**src/rtl/rv32i_pkg.sv**
```systemverilog
// Shared types for the RV32I multi-cycle core: sequencer states, decoder
// class bit positions and the PC / writeback source encodings.
// Latency: n/a (types only). Backpressure: n/a.
//
// Contents:
//   state_t    - sequencer state encoding
//   OPC_*      - bit index of each instruction class in the one-hot op_class
//   pc_sel_t   - next-PC source select
//   wb_sel_t   - register-file writeback source select
//   is_onehot  - true when exactly one op_class bit is set

package rv32i_pkg;

  typedef enum logic [2:0] {
    ST_START   = 3'd0,
    ST_FETCH   = 3'd1,
    ST_DECODE  = 3'd2,
    ST_EXECUTE = 3'd3,
    ST_MEM     = 3'd4,
    ST_WB      = 3'd5,
    ST_HALT    = 3'd6
  } state_t;

  // Width and bit positions of the decoder's one-hot class vector.
  localparam int OPC_W      = 10;
  localparam int OPC_ALUREG = 0;
  localparam int OPC_ALUIMM = 1;
  localparam int OPC_BRANCH = 2;
  localparam int OPC_JALR   = 3;
  localparam int OPC_JAL    = 4;
  localparam int OPC_AUIPC  = 5;
  localparam int OPC_LUI    = 6;
  localparam int OPC_LOAD   = 7;
  localparam int OPC_STORE  = 8;
  localparam int OPC_SYSTEM = 9;

  typedef enum logic [1:0] {
    PC_PLUS4 = 2'd0,  // sequential
    PC_IMM   = 2'd1,  // PC + branch/jump immediate
    PC_ALU   = 2'd2   // ALU result with bit 0 cleared (JALR)
  } pc_sel_t;

  typedef enum logic [1:0] {
    WB_ALU   = 2'd0,
    WB_LOAD  = 2'd1,
    WB_PC4   = 2'd2,
    WB_UIMM  = 2'd3
  } wb_sel_t;

  // Population count of exactly one. A class vector with zero or several
  // bits set means the decoder did not recognise the opcode.
  function automatic logic is_onehot(input logic [OPC_W-1:0] v);
    int cnt;
    cnt = 0;
    for (int i = 0; i < OPC_W; i++) begin
      cnt = cnt + int'(v[i]);
    end
    return (cnt == 1);
  endfunction

endpackage

```
**src/rtl/rv32i_control_fsm.sv**
```systemverilog
// Multi-cycle sequencer: steps the datapath through fetch/decode/execute/mem/wb.
// Latency: 3 cycles per ALU/jump/branch, 4 per store, 5 per load (zero-wait).
// Backpressure: FETCH and MEM hold mem_req and stall until mem_ready.
//
// Ports:
//   clk, reset     - core clock; asynchronous active-high reset
//   op_class       - one-hot instruction class from the decoder (OPC_* order)
//   take_branch    - branch comparator result, used in EXECUTE for Branch
//   mem_ready      - memory completes the current request this cycle
//   mem_req/mem_we/mem_addr_sel - memory request, store strobe, address source
//   instr_we, pc_we, rf_we       - instruction register, PC, register-file writes
//   pc_sel, wb_sel               - next-PC and writeback source selects
//   halted, illegal              - core stopped; stop caused by a bad op_class
//   instret                      - retired-instruction counter (wraps)

module rv32i_control_fsm
  import rv32i_pkg::*;
(
  input  logic             clk,
  input  logic             reset,
  input  logic [OPC_W-1:0] op_class,
  input  logic             take_branch,
  input  logic             mem_ready,
  output logic             mem_req,
  output logic             mem_we,
  output logic             mem_addr_sel,
  output logic             instr_we,
  output logic             pc_we,
  output logic [1:0]       pc_sel,
  output logic             rf_we,
  output logic [1:0]       wb_sel,
  output logic             halted,
  output logic             illegal,
  output logic [31:0]      instret
);

  state_t      r_state;
  state_t      w_state_nxt;

  // Store/load distinction captured in EXECUTE so MEM ignores later
  // changes on op_class (the IR may not be stable past EXECUTE).
  logic        r_is_store;
  logic        r_illegal;
  logic [31:0] r_instret;

  logic        w_mem_req;
  logic        w_mem_we;
  logic        w_mem_addr_sel;
  logic        w_instr_we;
  logic        w_pc_we;
  logic        w_rf_we;
  logic        w_set_illegal;
  pc_sel_t     w_pc_sel;
  wb_sel_t     w_wb_sel;

  // --------------------------------------------------------------------
  // State and bookkeeping registers
  // --------------------------------------------------------------------
  always_ff @(posedge clk or posedge reset) begin
    if (reset) begin
      r_state    <= ST_START;
      r_is_store <= 1'b0;
      r_illegal  <= 1'b0;
      r_instret  <= 32'd0;
    end else begin
      r_state <= w_state_nxt;
      if (r_state == ST_EXECUTE) begin
        r_is_store <= op_class[OPC_STORE];
      end
      if (w_set_illegal) begin
        r_illegal <= 1'b1;
      end
      // Every PC update retires exactly one instruction; natural wrap.
      if (w_pc_we) begin
        r_instret <= r_instret + 32'd1;
      end
    end
  end

  // --------------------------------------------------------------------
  // Next state and output decode
  // --------------------------------------------------------------------
  always_comb begin
    w_state_nxt    = r_state;
    w_mem_req      = 1'b0;
    w_mem_we       = 1'b0;
    w_mem_addr_sel = 1'b0;
    w_instr_we     = 1'b0;
    w_pc_we        = 1'b0;
    w_rf_we        = 1'b0;
    w_set_illegal  = 1'b0;
    w_pc_sel       = PC_PLUS4;
    w_wb_sel       = WB_ALU;

    case (r_state)
      ST_START: begin
        w_state_nxt = ST_FETCH;
      end

      ST_FETCH: begin
        w_mem_req = 1'b1;
        if (mem_ready) begin
          w_instr_we  = 1'b1;
          w_state_nxt = ST_DECODE;
        end
      end

      // Register-file read cycle; nothing is written.
      ST_DECODE: begin
        w_state_nxt = ST_EXECUTE;
      end

      ST_EXECUTE: begin
        if (!is_onehot(op_class)) begin
          w_set_illegal = 1'b1;
          w_state_nxt   = ST_HALT;
        end else if (op_class[OPC_LOAD] || op_class[OPC_STORE]) begin
          w_state_nxt = ST_MEM;
        end else if (op_class[OPC_SYSTEM]) begin
          w_state_nxt = ST_HALT;
        end else begin
          // Every remaining class completes here.
          w_pc_we     = 1'b1;
          w_state_nxt = ST_FETCH;
          if (op_class[OPC_ALUREG] || op_class[OPC_ALUIMM] || op_class[OPC_AUIPC]) begin
            w_rf_we  = 1'b1;
            w_wb_sel = WB_ALU;
          end
          if (op_class[OPC_LUI]) begin
            w_rf_we  = 1'b1;
            w_wb_sel = WB_UIMM;
          end
          if (op_class[OPC_JAL]) begin
            w_rf_we  = 1'b1;
            w_wb_sel = WB_PC4;
            w_pc_sel = PC_IMM;
          end
          if (op_class[OPC_JALR]) begin
            w_rf_we  = 1'b1;
            w_wb_sel = WB_PC4;
            w_pc_sel = PC_ALU;
          end
          if (op_class[OPC_BRANCH]) begin
            w_pc_sel = take_branch ? PC_IMM : PC_PLUS4;
          end
        end
      end

      // Address source and write strobe depend only on registered state,
      // so they stay stable for the whole request.
      ST_MEM: begin
        w_mem_req      = 1'b1;
        w_mem_addr_sel = 1'b1;
        w_mem_we       = r_is_store;
        if (mem_ready) begin
          if (r_is_store) begin
            w_pc_we     = 1'b1;
            w_state_nxt = ST_FETCH;
          end else begin
            w_state_nxt = ST_WB;
          end
        end
      end

      ST_WB: begin
        w_rf_we     = 1'b1;
        w_wb_sel    = WB_LOAD;
        w_pc_we     = 1'b1;
        w_state_nxt = ST_FETCH;
      end

      // Sticky: only reset leaves.
      ST_HALT: begin
        w_state_nxt = ST_HALT;
      end

      default: begin
        w_state_nxt = ST_START;
      end
    endcase
  end

  // --------------------------------------------------------------------
  // Outputs
  // --------------------------------------------------------------------
  assign mem_req      = w_mem_req;
  assign mem_we       = w_mem_we;
  assign mem_addr_sel = w_mem_addr_sel;
  assign instr_we     = w_instr_we;
  assign pc_we        = w_pc_we;
  assign rf_we        = w_rf_we;
  assign pc_sel       = w_pc_sel;
  assign wb_sel       = w_wb_sel;
  assign halted       = (r_state == ST_HALT);
  assign illegal      = r_illegal;
  assign instret      = r_instret;

endmodule

```
**config.mk**
```make
export PLATFORM = sky130hd
export DESIGN_NAME = rv32i_control_fsm
export DESIGN_NICKNAME = d
export VERILOG_FILES = /design/src/rtl/rv32i_pkg.sv /design/src/rtl/rv32i_control_fsm.sv
export SDC_FILE = /design/constraint.sdc
export NUM_CORES = 1
export LEC_CHECK = 0
export BUFFER_PORTS_ARGS = -buffer_cell sky130_fd_sc_hd__buf_4
export CORE_ASPECT_RATIO = 2
export CORE_MARGIN = 2
export CORE_UTILIZATION = 56
export DETAILED_ROUTE_END_ITERATION = 16
export PLACE_DENSITY_LB_ADDON = 0.1
export SLEW_MARGIN = 20
export SYNTH_ARGS = -nofsm -noshare
export SYNTH_HDL_FRONTEND = slang
export SYNTH_SLANG_ARGS = --single-unit
```
**constraint.sdc**
```tcl
create_clock -name clk -period 7.7 [get_ports clk]
set_input_delay 1.155 -clock clk [delete_from_list [all_inputs] [get_ports clk]]
set_output_delay 1.155 -clock clk [all_outputs]
set_load 0.005 [all_outputs]
```
# After elaboration in Yosys (flattened, before gate mapping)
# Cells that the tools add are included.
classes:
  addsub: 10
  n_shift: 0
  eq_ne: 9
  multipliers: 0
  bitwise_logic: 0
  n_div: 0
  mux: 43
  n_reduce_logical: 7
  magnitude_cmp: 0
op_table:
  columns: ["operator", "count"]
  rows:
  - ["32-bit by 1-bit adder with 32-bit output (second input constant)", 1]
  - ["2-bit 2-to-1 mux", 12]
  - ["1-bit 2-to-1 mux", 21]
  - ["3-bit 2-to-1 mux", 6]
  - ["3-bit case mux with 6 select lines", 1]
  - ["9-bit by 1-bit adder with 10-bit output", 1]
  - ["10-bit by 1-bit == test with 1-bit output (second input constant)", 1]
  - ["8-bit by 1-bit adder with 9-bit output", 1]
  - ["3-bit == test (second input constant)", 3]
  - ["7-bit by 1-bit adder with 8-bit output", 1]
  - ["6-bit by 1-bit adder with 7-bit output", 1]
  - ["5-bit by 1-bit adder with 6-bit output", 1]
  - ["3-bit by 2-bit == test with 1-bit output (second input constant)", 2]
  - ["4-bit by 1-bit adder with 5-bit output", 1]
  - ["3-bit by 1-bit adder with 4-bit output", 1]
  - ["2-bit != test (second input constant)", 2]
  - ["2-bit case mux with 2 select lines", 1]
  - ["2-bit OR reduction", 2]
  - ["2-bit by 1-bit adder with 3-bit output", 1]
  - ["3-bit by 1-bit == test with 1-bit output (second input constant)", 1]
  - ["3-bit logical NOT", 1]
  - ["1-bit logical OR", 3]
  - ["1-bit case mux with 3 select lines", 1]
  - ["1-bit by 1-bit adder with 2-bit output", 1]
  - ["other kinds (2)", 2]
totals:
  latch_bits: 0
  memories: 0
  ramBits: 0
  rom_bits: 0
  register_bits: 37
  out_inout_bits: 44

# Depth between registers and ports, before layout
# Gate-level depths: netlist of the first run.
logic_depth:
  word_depth: 12
  mapped_depth: 15
  depth_no_buf: 14

# Worst setup path before layout of the first run
# No wires, ideal clock.
synth_timing:
  kind: "input port to output port"
  startpoint: "in op_class[0]"
  endpoint: "out pc_we"
  path_stages: 12
  setup_slack_ps: 2376
  path_buffers: 1
  t_arrival_ps: 4169
  path_cell_list: "fa_1 > fa_1 > inv_1 > fa_1 > inv_1 > ha_1 > inv_1 > fa_1 > o2111a_1 > a21boi_1 > inv_2 > buf_2"
synth_between:
  elab_chain_cells: 12
synth_lines:
  columns: ["element", "line", "text"]
  rows:
  - ["from (decl)", "rv32i_control_fsm.sv:21", "input logic [OPC_W-1:0] op_class,"]
  - ["1-bit by 1-bit adder with 2-bit output", "rv32i_pkg.sv:56", "cnt = cnt + int'(v[i]);"]
  - ["2-bit by 1-bit adder with 3-bit output", "rv32i_pkg.sv:56", null]
  - ["3-bit by 1-bit adder with 4-bit output", "rv32i_pkg.sv:56", null]
  - ["4-bit by 1-bit adder with 5-bit output", "rv32i_pkg.sv:56", null]
  - ["5-bit by 1-bit adder with 6-bit output", "rv32i_pkg.sv:56", null]
  - ["6-bit by 1-bit adder with 7-bit output", "rv32i_pkg.sv:56", null]
  - ["7-bit by 1-bit adder with 8-bit output", "rv32i_pkg.sv:56", null]
  - ["8-bit by 1-bit adder with 9-bit output", "rv32i_pkg.sv:56", null]
  - ["9-bit by 1-bit adder with 10-bit output", "rv32i_pkg.sv:56", null]
  - ["10-bit by 1-bit == test with 1-bit output", "rv32i_pkg.sv:58", "return (cnt == 1);"]
  - ["1-bit 2-to-1 mux", "rv32i_control_fsm.sv:114", "if (!is_onehot(op_class)) begin"]
  - ["1-bit case mux with 3 select lines", "rv32i_control_fsm.sv:95", "case (r_state)"]
  - ["to (decl)", "rv32i_control_fsm.sv:28", "output logic pc_we,"]
# Every way passes these cells.

# Worst setup path after layout of the first run
# Ends and elaborated chain as after synthesis.

==> impl_results.md, run 1 <==
* Finished Layout Cells at 320
* Gp weighted congestion at 0.820
* Initial antenna violation count at 0
* Syn. warnings at 0
* Commonest cells post-synth: dfrtp_1, xnor2_1, inv_1
* Seq/Total Area, Yosys at 44.1%
* Pre-CTS setup slack at 2.01 ns
* TritonCTS clock tree: built
* Input/output buffers at 57
* Congestion Overflow GR at 0
* Relative slew slack at 64.8%
* H-tree depth at 2
* Fillers at 282
* Synth area leader: dfrtp_1
* Number of detailed-route iterations in the first pass at 4
* Clock skew at 0.00681 ns
* Min setup slack post-route at 1.97 ns
* DR DRC count at 0
* Vias per Instance at 5.56
* Asr flop ratio synth at 100%
* Critical Path RT at 6.55 ns
* Post-CTS setup buffer count at 0
* Layout cells sized above 1 at 26.9%
* Max cap viols at 0
* Die Width at 47.3 um
* CP Class: input pin to output pin
* CP startpoint kind: input pin
* Clock Sinks at 37
* Number of flops mapped to enable cells by yosys at 0
* Top cells by area, synth: dfrtp_1, xnor2_1, fa_1
* Yosys top cell area share at 44.1%
* Netlist Area Pre-Place at 2100 sq um
* Syn_nets at 231
* Tcrit/Tclk final at 74.4%
* IO Pins at 58
* Row count at 31
* Hold Path Class: flip-flop to flip-flop
* Area growth, synth to finish at 29.0%
* Crit path max fanout at 19
* Total CTS buffers at 5
* Worst-margin pin slew at 0.527 ns
* Remaining antenna violation count at 0
* Latest clock arrival within the worst-skew pair at 0.29 ns
* Syn Area/Cell at 10.1 sq um
* Die Y at 90.6 um
* Post-Route WL at 4.88 mm
* RSZ-0062 raised after global routing: false
* Count leader, synth: dfrtp_1
* Most common flop cell mapped by yosys: dfrtp_1
* Nets at 294
* # resized after CTS at 0
* Placed Instances at 312
* Final min period at 5.73 ns
* CP Capture Type: output pin
* Tot Pwr at 0.622 mW
* Count of final setup violators at 0
* Max Root-Sink Buffers at 2
* F_max at 175 MHz
* VDD IR-drop max at 202 uV
* Leak Pwr at 1.35 nW
* Iter 0 DRT Violations at 39
* Core box area at 3610 sq um
* Clock slew at the register clock pins of the worst setup and hold paths at 0.08 ns
* Power per cell area at 230 nW/um^2
* Vias in the first global route at 1775
* Die area at 4280 sq um
* Via Count at 1779
* Pin count of the biggest net entering global routing at 38
* Setup TNS at 0 ns
* Status: completed
* Final hold violations at 0
* Area after DPL at 2590 sq um
* Root Buffer: clkbuf_8
* Hold_buf cts at 0
* Routed WL per cell at 15.3 um
* Crit path DAT at 4.57 ns
* Gate count after technology mapping at 207
* GRT Total Usage at 25.0%
* Initial core utilization at 58.2%
* Cell variety after synth at 42
* Detailed Place HPWL at 3.69 mm
* Design Area, Final at 2710 sq um
* Final Slew Violations at 0
* FF+latch count, synth at 37
* Ant. Diodes at 0
* First-pass GRT wire length at 7.91 mm
layer usage:
metal	track usage (%)	routed length [um]	vias up
met3	5.00	182	13
met4	8.56	99	0
met5	0	0	-
met1	26.1	1750	869
met2	45.3	2850	52
li1	-	-	845
cells in the final DEF (no fill, tap or decap), types with 6 or more instances in the layout:
master     n
xor2_1    13
xnor2_1   18
nand4_1   13
nor3_1     9
clkbuf_8   6
buf_4     59
nor2_1    10
inv_1     17
dfrtp_1   37
nand3_1   12
nand2_1   15
fa_1       6
flip-flops by register name, summed over array words and instances (netlist names):
name / cells
instret: 32
r_state: 3
illegal: 1
r_is_store: 1
worst max-delay path: stages:
cell and delay [ns]:
buf_4 0.12, fa_1 0.49, fa_1 0.52, inv_1 0.05, fa_1 0.45, inv_1 0.07, ha_1 0.15, inv_1 0.05
fa_1 0.41, nand2b_1 0.12, o2111a_1 0.25, a21boi_1 0.08, buf_4 0.21, inv_2 0.27, buf_4 0.17
power by group:
group / switching [mW] / internal [mW]
logic: 0.101 / 0.0931
clock network: 0.0688 / 0.105
registers: 0.0353 / 0.218
total: 0.205 / 0.417
kinds of logic after synthesis:
family,count (synthesis),synth area share (%)
and+or+nand+nor,89,24.7
DFF,37,44.1
xor gates and xnor gates,31,12.9
buffers and inverters,21,3.93
AOI/OAI and AO/OA,18,5.72
adders and majority gates,10,8.11
muxes,1,0.536
through the flow:
| stage | hold slack (ns) | utilization (%) |
|---|---|---|
| final | 0.476 | 75.1 |
| after global routing | 0.514 | 75.1 |
| after CTS | 0.483 | 75.1 |
| after detailed placement | 0.472 | 71.8 |
| after global placement | 0.463 | 71.8 |
| after floorplan | 0.468 | - |
layout make-up:
class	count	area, sq um	share of cell area [%]
clock buffer	6	82.6	3.05
clock inverter	2	37.5	1.39
inverter	18	67.6	2.49
multi-input combinational	149	1090	40.3
sequential	37	926	34.2
tap	49	61.3	2.26
timing repair buffer	59	443	16.4
path summary, 6_finish.rpt:
path | start | to | slack (ns) | depth (start not counted)
max | op_class[0] | pc_we | 1.97 | 15
min | instret[31] | instret[31] | 0.48 | 1
max reg2reg | instret[8] | instret[21] | 5.57 | 5
min reg2reg | instret[31] | instret[31] | 0.48 | 1
max in group asynchronous | reset | instret[5] | 6.42 | 3
min in group asynchronous | reset | instret[16] | 0.96 | 3
Note: power is estimated with default switching activity, not from simulation.
==> run 2: changes to the inputs <==
--- a/config.mk
+++ b/config.mk
@@ -8,7 +8,7 @@
 export BUFFER_PORTS_ARGS = -buffer_cell sky130_fd_sc_hd__buf_4
 export CORE_ASPECT_RATIO = 2
 export CORE_MARGIN = 2
-export CORE_UTILIZATION = 56
+export CORE_UTILIZATION = 47
 export DETAILED_ROUTE_END_ITERATION = 16
 export PLACE_DENSITY_LB_ADDON = 0.1
 export SLEW_MARGIN = 20
==> constraint.sdc (replaced) <==
create_clock -name clk -period 4.9 [get_ports clk]
set_input_delay 0.735 -clock clk [delete_from_list [all_inputs] [get_ports clk]]
set_output_delay 0.735 -clock clk [all_outputs]
set_load 0.005 [all_outputs]
==> run 2 against run 1 <==
Against the previous run:
- total power grew 46%
- die area increased by 18%
- first-iteration DRC count decreased by 46%
- register-to-register slack worse by 2.8 ns
- worst setup slack got worse by 1.7 ns
- clock power rose by 18%
- global-route usage decreased by 3.9 points
- combinational power is 59% higher
- sequential power rose by 57%
- utilization shrank 13 points
- critical endpoint is now pc_sel[1]
- largest power group unchanged
==> impl_results.md, run 2 (synthesized netlist as in run 1, its figures left out) <==
* Via Count at 1744 (was 1779)
* Vias per Instance at 5.35 (was 5.56)
* Gp weighted congestion at 0.733 (was 0.820)
* Max Root-Sink Buffers at 2 (unchanged)
* Status: completed (unchanged)
* DR DRC count at 0 (unchanged)
* Input/output buffers at 57 (unchanged)
* Post-CTS setup buffer count at 0 (unchanged)
* CP Class: input pin to output pin (unchanged)
* Die Width at 51.3 um (was 47.3 um)
* Clock skew at 0.00832 ns (was 0.00681 ns)
* Ant. Diodes at 0 (unchanged)
* # resized after CTS at 0 (unchanged)
* Final min period at 4.67 ns
* Latest clock arrival within the worst-skew pair at 0.29 ns (about the same)
* First-pass GRT wire length at 7.98 mm (was 7.91 mm)
* Multi-input gate area in the final layout at 1090 sq um (unchanged)
* CP Capture Type: output pin (unchanged)
* Pin count of the biggest net entering global routing at 38 (unchanged)
* Count of final setup violators at 0 (unchanged)
* Detailed Place HPWL at 3.89 mm (was 3.69 mm)
* Initial core utilization at 48.4% (was 58.2%)
* Layout cells sized above 1 at 26.8% (was 26.9%)
* Iter 0 DRT Violations at 21 (was 39)
* Area after DPL at 2600 sq um (was 2590 sq um)
* Remaining antenna violation count at 0 (unchanged)
* Hold Path Class: flip-flop to flip-flop (unchanged)
* Area growth, synth to finish at 27.9% (was 29.0%)
* Relative slew slack at 66.8% (was 64.8%)
* Initial antenna violation count at 0 (unchanged)
* Max cap viols at 0 (unchanged)
* Design Area, Final at 2690 sq um (was 2710 sq um)
* Fillers at 398 (was 282)
* Leak Pwr at 1.34 nW (was 1.35 nW)
* Placed Instances at 318 (was 312)
* Congestion Overflow GR at 0 (unchanged)
* Final hold violations at 0 (unchanged)
* Register area at 926 sq um (unchanged)
* Total CTS buffers at 5 (unchanged)
* Die area at 5050 sq um (was 4280 sq um)
* TritonCTS clock tree: built (unchanged)
* F_max at 214 MHz
* Core box area at 4340 sq um (was 3610 sq um)
* Routed WL per cell at 15.3 um (about the same)
* Number of detailed-route iterations in the first pass at 3 (was 4)
* Row count at 34 (was 31)
* Crit path DAT at 3.94 ns (was 4.57 ns)
* Critical Path RT at 4.16 ns (was 6.55 ns)
* RSZ-0062 raised after global routing: false (unchanged)
* Worst-margin pin slew at 0.497 ns (was 0.527 ns)
* Hold_buf cts at 0 (unchanged)
* VDD IR-drop max at 334 uV (was 202 uV)
* Commonest non-fill, non-tap cell in the layout: buf_4 (unchanged)
* Vias in the first global route at 1745 (was 1775)
* GRT Total Usage at 21.2% (was 25.0%)
* Finished Layout Cells at 326 (was 320)
* Post-Route WL at 4.98 mm (was 4.88 mm)
* Crit path max fanout at 6 (was 19)
* Clock Sinks at 37 (unchanged)
* Clock slew at the register clock pins of the worst setup and hold paths at 0.07 ns (was 0.08 ns)
* Max reg flops at 32 (unchanged)
* CP startpoint kind: input pin (unchanged)
* Tcrit/Tclk final at 95.3%
* Root Buffer: clkbuf_8 (unchanged)
* Most frequent cells in the layout: buf_4, dfrtp_1, xnor2_1, inv_1, nand2_1 (unchanged)
* Nets at 295 (was 294)
* Final Slew Violations at 0 (unchanged)
* H-tree depth at 2 (unchanged)
* IO Pins at 58 (unchanged)
* Die Y at 98.5 um (was 90.6 um)
* Power per cell area at 339 nW/um^2 (was 230 nW/um^2)
* Setup TNS at 0 ns (unchanged)
[run 2: layout make-up]
type	count	share of cell area, %
tap	54	2.52
clock inverter	2	0.373
inverter	18	2.52
multi-input combinational	149	40.6
timing repair buffer	60	16.8
sequential	37	34.5
clock buffer	6	2.70
[run 2: report_power, final]
group | internal [mW] | leakage, nW | total [mW] | switching (mW)
clock network | 0.0985 | 0.0450 | 0.205 | 0.106
registers | 0.343 | 0.492 | 0.398 | 0.0543
logic | 0.150 | 0.807 | 0.308 | 0.158
[run 2: worst max-delay path, cell delays in order]
cell,delay [ns]
buf_4,0.12
fa_1,0.50
fa_1,0.52
inv_1,0.05
fa_1,0.43
inv_1,0.07
ha_1,0.15
inv_1,0.06
fa_1,0.40
nand2b_1,0.12
o2111a_1,0.24
nand2_1,0.17
nor3b_1,0.23
buf_4,0.14
[run 2: per-stage QoR]
stage / utilization, % / hold slack, ns / total power, mW / setup WS (ns)
floorplan: - / 0.468 / 0.579 / 0.416
global placement: 60.0 / 0.470 / 0.708 / 0.312
detailed placement: 60.0 / 0.473 / 0.716 / 0.225
CTS: 61.9 / 0.487 / 0.920 / 0.221
global route: 61.9 / 0.520 / 0.973 / 0.122
finish: 61.9 / 0.476 / 0.910 / 0.230
[run 2: path summary, 6_finish.rpt]
check	from	end	slack, ns	cells past startpoint
setup / recovery	op_class[0]	pc_sel[1]	0.23	14
hold / removal	instret[31]	instret[31]	0.48	1
setup reg to reg	instret[8]	instret[25]	2.81	5
hold reg to reg	instret[31]	instret[31]	0.48	1
max in group asynchronous	reset	instret[0]	4.02	3
min in group asynchronous	reset	instret[12]	0.55	3
[run 2: layer usage]
layer,global-route usage (%),share of wire (%),up-vias
li1,-,-,844
met1,21.1,36,846
met2,41.2,59,46
met3,2.88,3.2,8
met4,8.91,2.0,0
met5,0,0,-
==> run 3: changes to the inputs <==
--- a/config.mk
+++ b/config.mk
@@ -6,9 +6,9 @@
 export NUM_CORES = 1
 export LEC_CHECK = 0
 export BUFFER_PORTS_ARGS = -buffer_cell sky130_fd_sc_hd__buf_4
-export CORE_ASPECT_RATIO = 2
+export CORE_ASPECT_RATIO = 1.25
 export CORE_MARGIN = 2
-export CORE_UTILIZATION = 47
+export CORE_UTILIZATION = 52
 export DETAILED_ROUTE_END_ITERATION = 16
 export PLACE_DENSITY_LB_ADDON = 0.1
 export SLEW_MARGIN = 20
==> constraint.sdc (replaced) <==
create_clock -name clk -period 4.75 [get_ports clk]
set_input_delay 0.7125 -clock clk [delete_from_list [all_inputs] [get_ports clk]]
set_output_delay 0.7125 -clock clk [all_outputs]
set_load 0.005 [all_outputs]
==> run 3 against run 2 <==
Against the previous run:
- clock power increased by 28%
- die area decreased by 9.6%
- utilization increased by 9.0 points
- count of clock-buffer cells in the layout decreased by 1
- hold slack improved by 0.0059 ns
- non-clock buffer count unchanged
- first-iteration DRC count increased to 4.6 times the previous value
- via count increased by 0.40%
- worst setup slack got worse by 0.10 ns
- global-route usage increased by 1.5 points
- routed wire length decreased by 7.2%
- critical path depth unchanged
==> impl_results.md, run 3 (synthesized netlist as in run 1, its figures left out) <==
* Initial core utilization at 55.0% (was 48.4%)
* Clock skew at 0.00771 ns (was 0.00832 ns)
* IO Pins at 58 (unchanged)
* Setup TNS at 0 ns (unchanged)
* Power per cell area at 365 nW/um^2 (was 339 nW/um^2)
* Nets at 295 (unchanged)
* Remaining antenna violation count at 0 (unchanged)
* Area after DPL at 2600 sq um (unchanged)
* RSZ-0062 raised after global routing: false (unchanged)
* CP Capture Type: output pin (unchanged)
* Reg2Reg Depth at 5 (unchanged)
* Pre-CTS setup slack at 0.160 ns (was 0.225 ns)
* Layout cells sized above 1 at 26.9% (was 26.8%)
* Gp weighted congestion at 0.794 (was 0.733)
* Routed WL per cell at 14.2 um (was 15.3 um)
* Tcrit/Tclk final at 97.3%
* First-pass GRT wire length at 7.64 mm (was 7.98 mm)
* Worst path slowest cell: fa_1 (unchanged)
* Vias per Instance at 5.39 (was 5.35)
* CP Class: input pin to output pin (unchanged)
* Detailed Place HPWL at 3.41 mm (was 3.89 mm)
* Most used cell, CP: fa_1 (unchanged)
* Hold Path Class: flip-flop to flip-flop (unchanged)
* Cell depth of the worst setup path at 14 (unchanged)
* # resized after CTS at 0 (unchanged)
* Die Width at 60.8 um (was 51.3 um)
* Status: completed (unchanged)
* DR DRC count at 0 (unchanged)
* Count of final setup violators at 0 (unchanged)
* Latest clock arrival within the worst-skew pair at 0.29 ns (about the same)
* Final min period at 4.62 ns
* Hold Crit Depth at 1 (unchanged)
* VDD IR-drop max at 248 uV (was 334 uV)
* Leak Pwr at 1.35 nW (was 1.34 nW)
* Max reg flops at 32 (unchanged)
* Number of detailed-route iterations in the first pass at 4 (was 3)
* Most frequent cells in the layout: buf_4, dfrtp_1, xnor2_1, inv_1, nand2_1 (unchanged)
* H-tree depth at 2 (unchanged)
* GRT Total Usage at 22.6% (was 21.2%)
* Design Area, Final at 2710 sq um (was 2690 sq um)
* Core box area at 3820 sq um (was 4340 sq um)
* Vias in the first global route at 1652 (was 1745)
* F_max at 216 MHz
* Critical Path RT at 4.04 ns (was 4.16 ns)
* Final cell utilization of the core at 70.9% (was 61.9%)
* Input/output buffers at 57 (unchanged)
* Worst-path cell chain: buf_4 -> fa_1 -> fa_1 -> inv_1 -> fa_1 -> inv_1 -> ha_1 -> inv_1 -> fa_1 -> nand2b_1 -> o2111a_1 -> nand2_1 -> nor3b_1 -> buf_4 (unchanged)
* Post-CTS setup buffer count at 0 (unchanged)
* Initial antenna violation count at 0 (unchanged)
* Area growth, synth to finish at 28.9% (was 27.9%)
* Die Y at 75.0 um (was 98.5 um)
* Row count at 25 (was 34)
* CP startpoint kind: input pin (unchanged)
* Post-Route WL at 4.62 mm (was 4.98 mm)
* Final Slew Violations at 0 (unchanged)
* TritonCTS clock tree: built (unchanged)
* Crit path max fanout at 6 (unchanged)
* Pin count of the biggest net entering global routing at 38 (unchanged)
* Crit path DAT at 3.91 ns (was 3.94 ns)
* Max Root-Sink Buffers at 2 (unchanged)
* Max incr delay on CP at 0.52 ns (about the same)
* Hold_buf cts at 0 (unchanged)
* Via Count at 1751 (was 1744)
* Die area at 4570 sq um (was 5050 sq um)
* Clock slew at the register clock pins of the worst setup and hold paths at 0.07 ns (about the same)
* Congestion Overflow GR at 0 (unchanged)
* Family with the most delay on the worst path: adder cells (unchanged)
* Tot Pwr at 0.989 mW (was 0.910 mW)
* Total CTS buffers at 5 (unchanged)
* Root Buffer: clkbuf_8 (unchanged)
* Commonest non-fill, non-tap cell in the layout: buf_4 (unchanged)
* Clock Sinks at 37 (unchanged)
* CP Buf/Inv Count at 5 (unchanged)
* Min setup slack post-route at 0.127 ns (was 0.230 ns)
* Relative slew slack at 69.8% (was 66.8%)
* Worst-margin pin slew at 0.453 ns (was 0.497 ns)
* Iter 0 DRT Violations at 96 (was 21)
* Ant. Diodes at 0 (unchanged)
* Max cap viols at 0 (unchanged)
* Final hold violations at 0 (unchanged)
-- run 3: worst paths after layout --
path | start | slack (ns) | to
worst max-delay path | op_class[0] | 0.13 | pc_sel[1]
worst min-delay path | instret[31] | 0.48 | instret[31]
worst max register to register | instret[8] | 2.65 | instret[27]
worst min register to register | instret[31] | 0.48 | instret[31]
max in group asynchronous | reset | 3.90 | r_state[1]
min in group asynchronous | reset | 0.52 | instret[25]
-- run 3: area by class of cell --
| type | count | area [sq um] |
|---|---|---|
| fillers | 304 | 1110 |
| multi-input cells | 149 | 1090 |
| flip-flops and latches | 37 | 926 |
| repair buffers | 60 | 450 |
| clock buffers | 5 | 68.8 |
| inverters | 18 | 67.6 |
| well taps | 54 | 67.6 |
| clock inverters | 2 | 35.0 |
-- run 3: layer usage --
| metal | part of all wire (%) | track usage [%] | up-vias |
|---|---|---|---|
| met5 | 0 | 0 | - |
| met4 | 1.7 | 8.94 | 0 |
| met3 | 5.0 | 4.12 | 7 |
| met2 | 50 | 37.5 | 48 |
| met1 | 43 | 29.3 | 850 |
| li1 | - | - | 846 |
-- run 3: report_power, final --
group / internal (mW) / switching, mW
Combinational: 0.154 / 0.163
Clock: 0.152 / 0.109
Sequential: 0.354 / 0.0555
-- run 3: metrics by stage --
stage	instances	hold WS [ns]
2_1_floorplan	207	0.468
3_3_place_gp	318	0.468
3_5_place_dp	318	0.471
4_1_cts	325	0.484
5_1_grt	325	0.495
6_report	325	0.482
